**src/rtl/lb_initiator.sv**
```systemverilog
// Localbus initiator: issues host commands on lb_w*, matches in-order responses on lb_r*.
// Define LB_INITIATOR_TIMEOUT_EN to retire a silent head entry as an error after TIMEOUT cycles.
module lb_initiator #(
  parameter int unsigned LBCWIDTH = 8,
  parameter int unsigned LBAWIDTH = 24,
  parameter int unsigned LBDWIDTH = 32,
  parameter int unsigned WRITECMD = 1,
  parameter int unsigned READCMD  = 0,
  parameter int unsigned MAXOUT   = 4,
  parameter int unsigned TIMEOUT  = 64
) (
  input  logic                      clk,
  input  logic                      rst_n,
  input  logic                      req_valid,
  output logic                      req_ready,
  input  logic [LBCWIDTH-1:0]       req_ctrl,
  input  logic [LBAWIDTH-1:0]       req_addr,
  input  logic [LBDWIDTH-1:0]       req_data,
  output logic                      lb_wvalid,
  output logic [LBCWIDTH-1:0]       lb_wctrl,
  output logic [LBAWIDTH-1:0]       lb_waddr,
  output logic [LBDWIDTH-1:0]       lb_wdata,
  input  logic                      lb_rready,
  input  logic [LBCWIDTH-1:0]       lb_rctrl,
  input  logic [LBAWIDTH-1:0]       lb_raddr,
  input  logic [LBDWIDTH-1:0]       lb_rdata,
  output logic                      rsp_valid,
  output logic [LBCWIDTH-1:0]       rsp_ctrl,
  output logic [LBAWIDTH-1:0]       rsp_addr,
  output logic [LBDWIDTH-1:0]       rsp_data,
  output logic                      rsp_err,
  output logic [$clog2(MAXOUT):0]   outstanding,
  output logic [15:0]               stray_cnt
);

  localparam int unsigned PtrW = $clog2(MAXOUT);
  localparam int unsigned CntW = $clog2(MAXOUT) + 1;
  localparam logic [CntW-1:0] MaxCnt = CntW'(MAXOUT);
  localparam logic [LBDWIDTH-1:0] DeadData = LBDWIDTH'(32'hdeadbeef);

  typedef enum logic {StIdle, StBusy} state_e;

  state_e state_q, state_d;
  logic   busy;

  logic                rst_n_q;
  logic [LBCWIDTH-1:0] exp_ctrl_q [MAXOUT];
  logic [LBAWIDTH-1:0] exp_addr_q [MAXOUT];
  logic [PtrW-1:0]     wr_ptr_q, rd_ptr_q;
  logic [CntW-1:0]     count_q, count_d;

  logic                push, pop, rsp_pop, tmo_pop, stray;
  logic [LBCWIDTH-1:0] head_ctrl;
  logic [LBAWIDTH-1:0] head_addr;
  logic                mismatch;

  logic                lb_wvalid_q;
  logic [LBCWIDTH-1:0] lb_wctrl_q;
  logic [LBAWIDTH-1:0] lb_waddr_q;
  logic [LBDWIDTH-1:0] lb_wdata_q;
  logic                rsp_valid_q;
  logic [LBCWIDTH-1:0] rsp_ctrl_q;
  logic [LBAWIDTH-1:0] rsp_addr_q;
  logic [LBDWIDTH-1:0] rsp_data_q;
  logic                rsp_err_q;
  logic [15:0]         stray_cnt_q;

  // rst_n_q keeps acceptance off for the cycle in which reset is released.
  assign req_ready = rst_n_q & (count_q < MaxCnt);
  assign push      = req_valid & req_ready;
  assign rsp_pop   = lb_rready & (count_q != '0);
  assign stray     = lb_rready & (count_q == '0);
  assign pop       = rsp_pop | tmo_pop;

  assign head_ctrl = exp_ctrl_q[rd_ptr_q];
  assign head_addr = exp_addr_q[rd_ptr_q];
  assign mismatch  = (lb_rctrl != head_ctrl) | (lb_raddr != head_addr);

`ifdef LB_INITIATOR_TIMEOUT_EN
  localparam int unsigned TmrW = $clog2(TIMEOUT) + 1;
  logic [TmrW-1:0] timer_q;

  // A real response arriving on the expiry cycle takes precedence over the timeout.
  assign tmo_pop = busy & (timer_q == TmrW'(TIMEOUT - 1)) & ~rsp_pop;

  always_ff @(posedge clk) begin
    if (!rst_n || !busy || pop) begin
      timer_q <= '0;
    end else begin
      timer_q <= timer_q + 1'b1;
    end
  end
`else
  assign tmo_pop = 1'b0;
`endif

  always_comb begin
    count_d = count_q;
    case ({push, pop})
      2'b10:   count_d = count_q + 1'b1;
      2'b01:   count_d = count_q - 1'b1;
      default: count_d = count_q;
    endcase
  end

  // FSM: state register
  always_ff @(posedge clk) begin
    if (!rst_n) begin
      state_q <= StIdle;
    end else begin
      state_q <= state_d;
    end
  end

  // FSM: next state
  always_comb begin
    state_d = state_q;
    unique case (state_q)
      StIdle: if (push) state_d = StBusy;
      StBusy: if (pop && !push && count_q == CntW'(1)) state_d = StIdle;
      default: state_d = StIdle;
    endcase
  end

  // FSM: outputs
  always_comb begin
    busy = 1'b0;
    unique case (state_q)
      StIdle:  busy = 1'b0;
      StBusy:  busy = 1'b1;
      default: busy = 1'b0;
    endcase
  end

  // Expected-response storage needs no reset; occupancy is tracked by count_q.
  always_ff @(posedge clk) begin
    if (push) begin
      exp_ctrl_q[wr_ptr_q] <= req_ctrl;
      exp_addr_q[wr_ptr_q] <= req_addr;
    end
  end

  always_ff @(posedge clk) begin
    if (!rst_n) begin
      rst_n_q  <= 1'b0;
      wr_ptr_q <= '0;
      rd_ptr_q <= '0;
      count_q  <= '0;
    end else begin
      rst_n_q <= 1'b1;
      count_q <= count_d;
      if (push) wr_ptr_q <= wr_ptr_q + 1'b1;
      if (pop)  rd_ptr_q <= rd_ptr_q + 1'b1;
    end
  end

  always_ff @(posedge clk) begin
    if (!rst_n) begin
      lb_wvalid_q <= 1'b0;
      lb_wctrl_q  <= '0;
      lb_waddr_q  <= '0;
      lb_wdata_q  <= '0;
    end else begin
      lb_wvalid_q <= push;
      if (push) begin
        lb_wctrl_q <= req_ctrl;
        lb_waddr_q <= req_addr;
        lb_wdata_q <= req_data;
      end
    end
  end

  always_ff @(posedge clk) begin
    if (!rst_n) begin
      rsp_valid_q <= 1'b0;
      rsp_ctrl_q  <= '0;
      rsp_addr_q  <= '0;
      rsp_data_q  <= '0;
      rsp_err_q   <= 1'b0;
      stray_cnt_q <= '0;
    end else begin
      rsp_valid_q <= pop;
      if (rsp_pop) begin
        rsp_ctrl_q <= lb_rctrl;
        rsp_addr_q <= lb_raddr;
        rsp_data_q <= lb_rdata;
        rsp_err_q  <= mismatch;
      end else if (tmo_pop) begin
        rsp_ctrl_q <= head_ctrl;
        rsp_addr_q <= head_addr;
        rsp_data_q <= DeadData;
        rsp_err_q  <= 1'b1;
      end
      if (stray && stray_cnt_q != '1) stray_cnt_q <= stray_cnt_q + 1'b1;
    end
  end

  assign lb_wvalid   = lb_wvalid_q;
  assign lb_wctrl    = lb_wctrl_q;
  assign lb_waddr    = lb_waddr_q;
  assign lb_wdata    = lb_wdata_q;
  assign rsp_valid   = rsp_valid_q;
  assign rsp_ctrl    = rsp_ctrl_q;
  assign rsp_addr    = rsp_addr_q;
  assign rsp_data    = rsp_data_q;
  assign rsp_err     = rsp_err_q;
  assign outstanding = count_q;
  assign stray_cnt   = stray_cnt_q;

  cnt_bounded: assert property (@(posedge clk) disable iff (!rst_n) count_q <= MaxCnt);
  idle_empty: assert property (@(posedge clk) disable iff (!rst_n) !busy |-> count_q == '0);
  no_push_full: assert property (@(posedge clk) disable iff (!rst_n) count_q == MaxCnt |-> !push);
  cmd_codes_differ: assert property (@(posedge clk) WRITECMD != READCMD);
  params_legal: assert property (@(posedge clk)
    MAXOUT >= 2 && MAXOUT <= 16 && (MAXOUT & (MAXOUT - 1)) == 0 && TIMEOUT >= 2);

endmodule

```
**config.mk**
```make
export PLATFORM = sky130hd
export DESIGN_NAME = lb_initiator
export DESIGN_NICKNAME = d
export VERILOG_FILES = /design/src/rtl/lb_initiator.sv
export SDC_FILE = /design/constraint.sdc
export NUM_CORES = 1
export LEC_CHECK = 0
export ABC_AREA = 1
export BUFFER_PORTS_ARGS = -buffer_cell sky130_fd_sc_hd__buf_2
export CORE_MARGIN = 2
export CORE_UTILIZATION = 40
export CTS_CLUSTER_SIZE = 24
export DETAILED_ROUTE_END_ITERATION = 16
export GPL_ROUTABILITY_DRIVEN = 0
export HOLD_SLACK_MARGIN = 0.15
export PLACE_DENSITY = 0.62
export SYNTH_ARGS = -nofsm -noshare
export SYNTH_HDL_FRONTEND = slang
export SYNTH_SLANG_ARGS = --single-unit
```
**constraint.sdc**
```tcl
create_clock -name clk -period 5.5 [get_ports clk]
set_input_delay 0.55 -clock clk [delete_from_list [all_inputs] [get_ports clk]]
set_output_delay 0.55 -clock clk [all_outputs]
set_load 0.03 [all_outputs]
```
==> summary.txt, run 1 <==
Seq pwr share: 41.8%
# nets final: 1,613
Synth Net Count: 1,363
antenna violations before repair: 2
syn avg cell area: 9.17 sq um
Synth cell types: 26
sequential share of the synthesized area: 62.2%
crit-path max cell delay: 0.52 ns
# IOs: 283
Clk pin slew, worst setup/hold paths: 0.06 ns
Syn-to-layout area delta: 23.1%
Clock Tree Buf Depth: 3
drt pass-1 iters: 5
share of power burned in the clock network: 31.1%
yosys warns: 0
CTS tree: done
DP HPWL: 20,100 um
die height: 172 um
worst path required time: 5.67 ns
Synth area leaders: edfxtp_1 34%, dfxtp_1 28%, nand2_1 10%, nand3_1 7.1%, a21oi_1 4.6%
CTS root buffer: clkbuf_16
Placement Rows: 61
Slew headroom: 29.2%
Tcrit/Tclk final: 52.1%
share of layout cells above drive strength 1: 23.4%
top cell type's share of synthesized area: 34.2%
Power Dens Cells: 449 mW/mm^2
Register Area: 0.00699 sq mm
FF+latch count, synth: 285
number of buffers added for setup after CTS: 0
via count: 9,282
largest net degree at the start of global routing: 83
Post-synth top cells: 302 x nand2_1, 159 x nand3_1, 157 x dfxtp_1
fin. max-slew vios: 0
worst-path cell chain: nor2_4 > buf_4 > nand2_2 > buf_4 > nor2_2 > buf_4
drc violations: 0
Setup TNS: 0 ns
port bufs: 282
ys flop type: dfxtp_1
DRT Wirelength: 30,600 um
FMAX: 349 MHz
vias in the first global route: 8,457
CP max stage cell: buf_4
CP Launch Type: register
RSZ-0062 raised after global routing: false
multi-input logic area: 0.00371 sq mm
Core Area: 0.0277 sq mm
most used cell along the critical path: buf_4
arrival time worst endpoint: 3.04 ns
worst-path maximum fanout: 66
Final ANT Viol Nets: 0
Comb pwr share: 27.1%
worst-skew pair later-pin latency: 0.55 ns
Cell Area, Synth: 0.0112 sq mm
Sw Pwr: 2.14 mW
setup ws final: 2.63 ns
die area: 0.0294 sq mm
max cap viols: 0
Fin. Hold Viols: 0
Min-Delay Path Class: in2reg
crit path kind: reg2reg
DR iter-0 viols: 890
Final setup viols: 0
cell count after synthesis: 1,224
post-cts sizing count: 0
most common cell in the synthesized netlist: nand2_1
pre-CTS setup slack: 2.45 ns
htree depth: 1
detailed-route wire length per cell: 16.3 um
status: finished clean
fill count: 2,656
Sw Share: 34.5%
fraction of registers with async set/reset: 0%
Util after Layout: 49.9%
VDD IR max: 0.000238 V
placed cells: 1,820
Worst Tran Pin Value: 1.06 ns
Global Route Usage Sum: 20.2%
cts bufs inserted: 30
EDFF count, synth: 128
area post-placement: 0.0129 sq mm
fin crit period: 2.87 ns
GR Overflow Total: 0
leakage power: 6.01 nW
starting density of the core: 40.5%
hold_buf cts: 0
largest area contributor in the netlist: edfxtp_1
Vias per Instance: 4.95
final non-filler cell total: 1,877
first-pass GRT wire length: 46,500 um
final instance area: 0.0138 sq mm
crit path capture type: register
clk_skew: 0.0119 ns
DIE WIDTH: 172 um
cell internal pwr: 4.07 mW
Clock Sink Count: 285
==> cells in the final DEF, fill, tap and decap left out, types with 3 or more instances in the layout <==
master | synthesis | final
nor2_2 | 0 | 4
buf_4 | 4 | 11
buf_2 | 18 | 282
dfxtp_1 | 157 | 155
a21oi_1 | 104 | 104
ha_1 | 6 | 6
edfxtp_1 | 128 | 128
nand3_1 | 159 | 159
clkbuf_8 | 0 | 6
o21ai_0 | 81 | 81
nor3_1 | 5 | 5
clkbuf_1 | 38 | 10
nand4_1 | 3 | 3
clkinv_2 | 0 | 3
nor2_1 | 126 | 120
xnor2_1 | 3 | 3
clkbuf_16 | 0 | 32
inv_2 | 3 | 4
xor2_1 | 15 | 15
inv_1 | 49 | 48
nand2_1 | 302 | 301
clkinv_1 | 0 | 3
==> stage by stage <==
stage / hold slack [ns] / power [mW]
2_1_floorplan: 0.436 / 3.84
3_3_place_gp: 0.445 / 4.31
3_5_place_dp: 0.452 / 4.33
4_1_cts: 0.210 / 6.27
5_1_grt: 0.234 / 6.56
6_report: 0.231 / 6.21
==> final cells by class <==
type	count	area share [%]
antenna	1	0.0181
clock buffer	50	6.74
clock inverter	6	0.190
tap	378	3.42
timing repair buffer	293	10.8
multi-input combinational	812	26.8
inverter	52	1.41
sequential	285	50.6
==> kinds of logic after synthesis <==
| logic type | Yosys count | share of synthesized area (%) |
|---|---|---|
| AO/OA/AOI/OAI | 187 | 8.37 |
| XOR/XNOR | 18 | 1.40 |
| adder cells (fa/ha/maj) | 7 | 0.847 |
| buffers and inverters | 127 | 4.98 |
| flip-flops | 285 | 62.2 |
| AND/OR/NAND/NOR | 600 | 22.2 |
==> power by group through the flow <==
stage | clock network (mW) | logic (mW) | registers, mW
finish | 1.93 | 1.68 | 2.59
floorplan | 0 | 0.801 | 3.04
CTS | 1.98 | 1.70 | 2.59
global placement | 0 | 1.67 | 2.63
detailed placement | 0 | 1.69 | 2.64
global route | 2.06 | 1.87 | 2.62
==> path summary, 6_finish.rpt <==
path	to	slack, ns	from	depth (start not counted)
setup reg to reg	exp_addr_q[1][5]	2.63	outstanding[2]	6
hold / removal	rsp_data[28]	0.23	lb_rdata[28]	3
setup / recovery	exp_addr_q[1][5]	2.63	outstanding[2]	6
hold reg to reg	lb_wdata[9]	0.46	lb_wdata[9]	2
==> state kept, by name (all words and copies together) (netlist names), named ones only <==
register / cells
exp_addr_q: 96
exp_ctrl_q: 32
lb_wdata: 32
rsp_data: 32
lb_waddr: 24
rsp_addr: 24
stray_cnt: 16
lb_wctrl: 8
rsp_ctrl: 8
outstanding: 3
rd_ptr_q: 2
wr_ptr_q: 2
lb_wvalid: 1
rsp_err: 1
rsp_valid: 1
rst_n_q: 1
==> worst max-delay path: cells and delay by family, from the launching register on <==
kind	cells	cell delay [ns]
and+or+nand+nor	3	0.69
DFF	1	0.36
buffers and inverters	3	1.41
==> layer usage <==
layer | track usage (%) | wire length [um] | part of all wire, % | vias up
li1 | - | - | - | 4603
met1 | 29.1 | 14100 | 46 | 4280
met2 | 31.0 | 13200 | 43 | 349
met3 | 4.42 | 2770 | 9.0 | 48
met4 | 4.86 | 544 | 1.8 | 2
met5 | 0 | 13 | 0.042 | -
Power figures use the tool's default switching activity.
==> run 2, diff against run 1 <==
ABC_AREA = 0   (was 1)
clock period = 3 ns   (was 5.5 ns; I/O delays follow)
==> summary.txt, run 2 <==
Vias per Instance: 4.96 (+0.22%)
crit path kind: reg2reg
max FFs per register: 96 (unchanged)
cts bufs inserted: 30 (unchanged)
fin. max-slew vios: 0 (unchanged)
Final ANT Viol Nets: 0 (unchanged)
worst-path maximum fanout: 14 (-79%)
drc violations: 0 (unchanged)
Tcrit/Tclk final: 79.0% (+27 points)
Worst Hold End: stray_cnt[3]
yosys warns: 0 (unchanged)
arrival time worst endpoint: 2.80 ns (-0.24 ns)
clk_skew: 0.0121 ns (+0.000237 ns)
CTS root buffer: clkbuf_16
# nets final: 1,463 (-9.3%)
Worst Tran Pin Value: 0.767 ns (-0.293 ns)
Min-Delay Path Class: in2reg
VDD IR max: 0.000407 V (+71%)
Overall Power: 10.9 mW (+75%)
CTS tree: done
Synth cell types: 40 (+54%)
post-cts sizing count: 0 (unchanged)
Sw Share: 31.2% (-3.3 points)
Clk pin slew, worst setup/hold paths: 0.06 ns (about the same)
Slew headroom: 48.9% (+20 points)
worst path required time: 3.43 ns (-2.24 ns)
Sw Pwr: 3.39 mW (+59%)
Post-synth top cells: 266 x nand2_1, 157 x dfxtp_1, 136 x a21oi_1
cell count after synthesis: 921 (-25%)
DIE WIDTH: 168 um (-2.2%)
Cell Area, Synth: 0.0107 sq mm (-4.4%)
sequential share of the synthesized area: 65.1% (+2.9 points)
hold path startpoint: lb_rready
DP HPWL: 18,200 um (-9.9%)
top cell type's share of synthesized area: 35.8% (+1.6 points)
max cap viols: 0 (unchanged)
EDFF count, synth: 128 (unchanged)
most common cell in the synthesized netlist: nand2_1
fin crit period: 2.37 ns (-0.497 ns)
die height: 168 um (-2.2%)
ys flop type: dfxtp_1
largest net degree at the start of global routing: 69 (-17%)
FF+latch count, synth: 285 (unchanged)
crit path capture type: register
share of power burned in the clock network: 32.4% (+1.3 points)
starting density of the core: 40.9% (+0.41 points)
Core Area: 0.0262 sq mm (-5.4%)
Power Dens Cells: 742 mW/mm^2 (+65%)
hold path cells: 5 (+2)
Fin. Hold Viols: 0 (unchanged)
CP Launch Type: register
r2r setup slk: 0.63 ns (-2.00 ns)
fraction of registers with async set/reset: 0% (unchanged)
GR Overflow Total: 0 (unchanged)
commonest cells after routing, fill and taps aside: 282 x buf_2, 266 x nand2_1, 156 x dfxtp_1, 136 x a21oi_1, 129 x dlygate4sd3_1
FMAX: 422 MHz (+21%)
r2r endpoint: rsp_err
Top reg by flops: exp_addr_q
Synth Net Count: 1,060 (-22%)
# IOs: 283 (unchanged)
Seq pwr share: 42.8% (+1.0 points)
DRT Wirelength: 28,800 um (-5.9%)
Setup TNS: 0 ns (unchanged)
leakage power: 5.76 nW (-4.1%)
Final setup viols: 0 (unchanged)
first-pass GRT wire length: 45,300 um (-2.7%)
port bufs: 282 (unchanged)
die area: 0.0281 sq mm (-4.3%)
R2R depth: 6 (unchanged)
fill count: 2,185 (-18%)
most common cell after layout, fill and taps aside: buf_2
Comb pwr share: 24.9% (-2.2 points)
vias in the first global route: 8,442 (-0.18%)
via count: 8,336 (-10%)
Clock Sink Count: 285 (unchanged)
htree depth: 1 (unchanged)
syn avg cell area: 11.6 sq um (+27%)
cell internal pwr: 7.49 mW (+84%)
Global Route Usage Sum: 20.1% (-0.11 points)
# diodes: 0 (-1)
worst-skew pair later-pin latency: 0.56 ns (about the same)
DR iter-0 viols: 605 (-32%)
drt pass-1 iters: 5 (unchanged)
status: finished clean
detailed-route wire length per cell: 17.1 um (+5.0%)
share of layout cells above drive strength 1: 27.4% (+4.0 points)
largest area contributor in the netlist: edfxtp_1
antenna violations before repair: 0 (-2)
RSZ-0062 raised after global routing: false
Syn-to-layout area delta: 36.8%
Clock Tree Buf Depth: 3 (unchanged)
Synth area leaders: edfxtp_1 36%, dfxtp_1 29%, nand2_1 9.3%, a21oi_1 6.3%, mux4_2 4.4%
Placement Rows: 59 (-3.3%)
==> run 2: changes by cell type in the layout (fill, tap and decap cells not counted), sizes merged, moves of 35 or more <==
cell,change
nand3,-152
o21ai,-75
nor2,-110
dlygate4sd3,+129
xnor2,+35
nand2,-36
inv,-41
==> run 2: layout make-up <==
type / instances / area [sq um] / share of cell area (%)
flip-flops and latches: 285 / 6990 / 47.6
multi-input cells: 571 / 3450 / 23.5
repair buffers: 426 / 2840 / 19.4
clock buffers: 39 / 795 / 5.41
well taps: 335 / 419 / 2.86
clock inverters: 16 / 141 / 0.964
inverters: 10 / 40.0 / 0.273
==> run 2: how the worst max path moves through the flow <==
| stage | from | end | slack [ns] | cells past startpoint |
|---|---|---|---|---|
| CTS | register | rsp_err | 0.56 | 6 |
| global route | register | rsp_err | 0.39 | 6 |
| floorplan | outstanding[2] | outstanding[2] | 0.22 | 11 |
| finish | register | rsp_err | 0.63 | 6 |
| detailed placement | register | rsp_err | 0.57 | 6 |
| global placement | register | rsp_err | 0.64 | 6 |
==> run 2: layer usage <==
| layer | track usage (%) | up-vias | routed length [um] |
|---|---|---|---|
| li1 | - | 4012 | - |
| met1 | 26.3 | 3958 | 12600 |
| met2 | 33.7 | 318 | 13300 |
| met3 | 4.72 | 48 | 2270 |
| met4 | 5.56 | 0 | 659 |
| met5 | 0 | - | 0 |
==> run 2: per-stage QoR <==
step / setup slack, ns / area, sq um / hold WS [ns] / utilization [%] / cells
after floorplan: 0.217 / 10700 / 0.328 / - / 921
after global placement: 0.638 / 12400 / 0.438 / 47.5 / 1498
after detailed placement: 0.574 / 12400 / 0.443 / 47.5 / 1498
after CTS: 0.565 / 14700 / 0.326 / 56.0 / 1682
after global routing: 0.385 / 14700 / 0.372 / 56.0 / 1682
final: 0.629 / 14700 / 0.355 / 56.0 / 1682
==> run 2: power groups by stage <==
stage,Combinational [mW],Sequential [mW],Clock [mW]
after floorplan,1.37,5.22,0
after global routing,2.95,4.71,3.77
after detailed placement,2.59,4.74,0
after global placement,2.56,4.72,0
final,2.70,4.66,3.52
after CTS,2.73,4.66,3.61
==> run 2: kinds of logic (layout without fill, tap and decap cells) <==
kind of cell             Yosys count  after routing  share of synthesized area, %
AND/OR/NAND/NOR                  327            327                          12.5
flip-flops                       285            285                          65.1
AO/OA/AOI/OAI                    153            153                          7.48
buffers and inverters             65            491                          2.86
XOR/XNOR                          46             46                          3.76
multiplexers                      38             38                          7.36
adder cells (fa/ha/maj)            7              7                         0.886
==> run 2: worst max-delay path, stage by stage, from the launching register on <==
cell and delay (ns):
dfxtp_2 0.62, buf_4 0.29, mux4_1 0.60, xnor2_1 0.16, nand4_1 0.11, nor4_1 0.34
a31oi_1 0.12
==> run 2: what timing repair did <==
item | in CTS | in global routing
endpoints found under the hold margin | 261 | 0
setup buffers | 0 | 0
hold buffers | 129 | 0
==> run 3, diff against run 2 <==
ABC_AREA = 1   (was 0)
clock period = 2.4 ns   (was 3 ns; I/O delays follow)
==> summary.txt, run 3 (synthesized netlist as in run 1, its figures left out) <==
status: finished clean
worst-path maximum fanout: 65 (+51)
crit path capture type: output pin
Top reg by flops: exp_addr_q
Final setup viols: 0 (unchanged)
FMAX: 471 MHz
share of layout cells above drive strength 1: 22.3% (-5.1 points)
Syn-to-layout area delta: 36.8% (about the same)
area post-placement: 0.0130 sq mm (+4.5%)
die area: 0.0294 sq mm (+4.5%)
Final ANT Viol Nets: 0 (unchanged)
crit path kind: reg2out
vias in the first global route: 9,415 (+12%)
worst-skew pair later-pin latency: 0.52 ns (-0.04 ns)
first-pass GRT wire length: 50,000 um (+10%)
DRT Wirelength: 33,000 um (+15%)
antenna violations before repair: 1 (+1)
htree depth: 2 (+1)
Clock Tree Buf Depth: 3 (unchanged)
via count: 9,869 (+18%)
DIE WIDTH: 172 um (+2.2%)
VDD IR max: 0.000415 V (+1.8%)
max FFs per register: 96 (unchanged)
detailed-route wire length per cell: 16.4 um (-4.6%)
number of buffers added for setup after CTS: 0 (unchanged)
Fin. Hold Viols: 0 (unchanged)
Clk pin slew, worst setup/hold paths: 0.06 ns (about the same)
Power Dens Cells: 979 mW/mm^2 (+32%)
Worst Tran Pin Value: 0.728 ns (-0.0386 ns)
Slew headroom: 51.4% (+2.6 points)
Tcrit/Tclk final: 88.5%
starting density of the core: 40.5% (-0.41 points)
Vias per Instance: 4.89 (-1.4%)
crit-path max cell delay: 0.52 ns (-0.10 ns)
CP Launch Type: register
die height: 172 um (+2.2%)
# IOs: 283 (unchanged)
fin crit period: 2.12 ns
CP max stage cell: buf_4
most common cell after layout, fill and taps aside: nand2_1
setup ws final: 0.276 ns (-0.353 ns)
DP HPWL: 20,600 um (+14%)
worst path required time: 2.16 ns (-1.27 ns)
CTS tree: done
largest net degree at the start of global routing: 92 (+33%)
Global Route Usage Sum: 21.6% (+1.5 points)
RSZ-0062 raised after global routing: false
Clock Sink Count: 285 (unchanged)
port bufs: 282 (unchanged)
CTS root buffer: clkbuf_16
pre-CTS setup slack: 0.481 ns (-0.0935 ns)
final instance area: 0.0154 sq mm (+4.7%)
drt pass-1 iters: 6 (+1)
max cap viols: 0 (unchanged)
DR iter-0 viols: 712 (+18%)
fin. max-slew vios: 0 (unchanged)
cts bufs inserted: 34 (+13%)
leakage power: 6.66 nW (+16%)
drc violations: 0 (unchanged)
arrival time worst endpoint: 1.88 ns (-0.92 ns)
clk_skew: 0.0159 ns (+0.00374 ns)
commonest cells after routing, fill and taps aside: 301 x nand2_1, 282 x buf_2, 159 x nand3_1, 156 x dfxtp_1
Min-Delay Path Class: in2reg
# nets final: 1,755 (+20%)
Core Area: 0.0277 sq mm (+5.7%)
Placement Rows: 61 (+3.4%)
worst-path cell chain: nor2_4 > buf_4 > buf_2
GR Overflow Total: 0 (unchanged)
[run 3: changes by cell type in the layout (fill, tap and decap cells not counted), moves of 21 or more]
| cell | delta |
|---|---|
| nand2_1 | +35 |
| a21oi_1 | -32 |
| o21ai_0 | +75 |
| nand3_1 | +152 |
| inv_1 | +41 |
| mux4_2 | -21 |
| nor2_1 | +104 |
| xnor2_1 | -35 |
[run 3: repair_timing]
| action | in CTS | in global routing |
|---|---|---|
| hold endpoints to repair | 256 | 0 |
| gates resized for setup | 0 | 0 |
| hold buffers | 128 | 0 |
[run 3: report_power, final]
group,switching [mW],leakage [nW],internal [mW]
clock network,2.01,0.510,2.91
registers,0.276,2.45,5.66
logic,2.91,3.70,1.27
[run 3: through the flow]
| stage | setup TNS [ns] | hold slack, ns | utilization (%) | power (mW) | instances |
|---|---|---|---|---|---|
| 2_1_floorplan | -34.14 | 0.268 | - | 8.80 | 1224 |
| 3_3_place_gp | 0 | 0.445 | 47.0 | 9.98 | 1830 |
| 3_5_place_dp | 0 | 0.450 | 47.0 | 10.0 | 1830 |
| 4_1_cts | 0 | 0.226 | 55.4 | 15.1 | 2019 |
| 5_1_grt | 0 | 0.248 | 55.4 | 15.8 | 2020 |
| 6_report | 0 | 0.219 | 55.4 | 15.0 | 2020 |
[run 3: cell type report]
cell class | count | area (sq um)
Tap cell | 378 | 473
Timing Repair Buffer | 431 | 2930
Inverter | 52 | 195
Clock inverter | 17 | 160
Antenna cell | 1 | 2.50
Fill cell | 2412 | 12300
Multi-Input combinational cell | 812 | 3710
Sequential cell | 285 | 6990
Clock buffer | 44 | 908
[run 3: routing by layer]
layer / share of wire, % / vias up / wire (um) / track usage [%]
met5: 0 / - / 0 / 0
met3: 8.1 / 50 / 2680 / 5.04
li1: - / 4882 / - / -
met2: 44 / 385 / 14700 / 34.7
met1: 46 / 4552 / 15100 / 29.7
met4: 1.7 / 0 / 557 / 5.31
[run 3: path summary, 6_finish.rpt]
check / from / end / slack (ns) / cells past startpoint
setup / recovery: outstanding[2] / req_ready / 0.28 / 3
hold / removal: rst_n / rst_n_q / 0.22 / 1
setup reg to reg: stray_cnt[0] / stray_cnt[7] / 0.40 / 9
hold reg to reg: lb_waddr[7] / lb_waddr[7] / 0.46 / 2
[run 3: critical path: cells and delay by family, from the launching register on]
kind	cells	cell delay (ns)
buf+inv	2	0.84
flops	1	0.36
simple gates	1	0.13
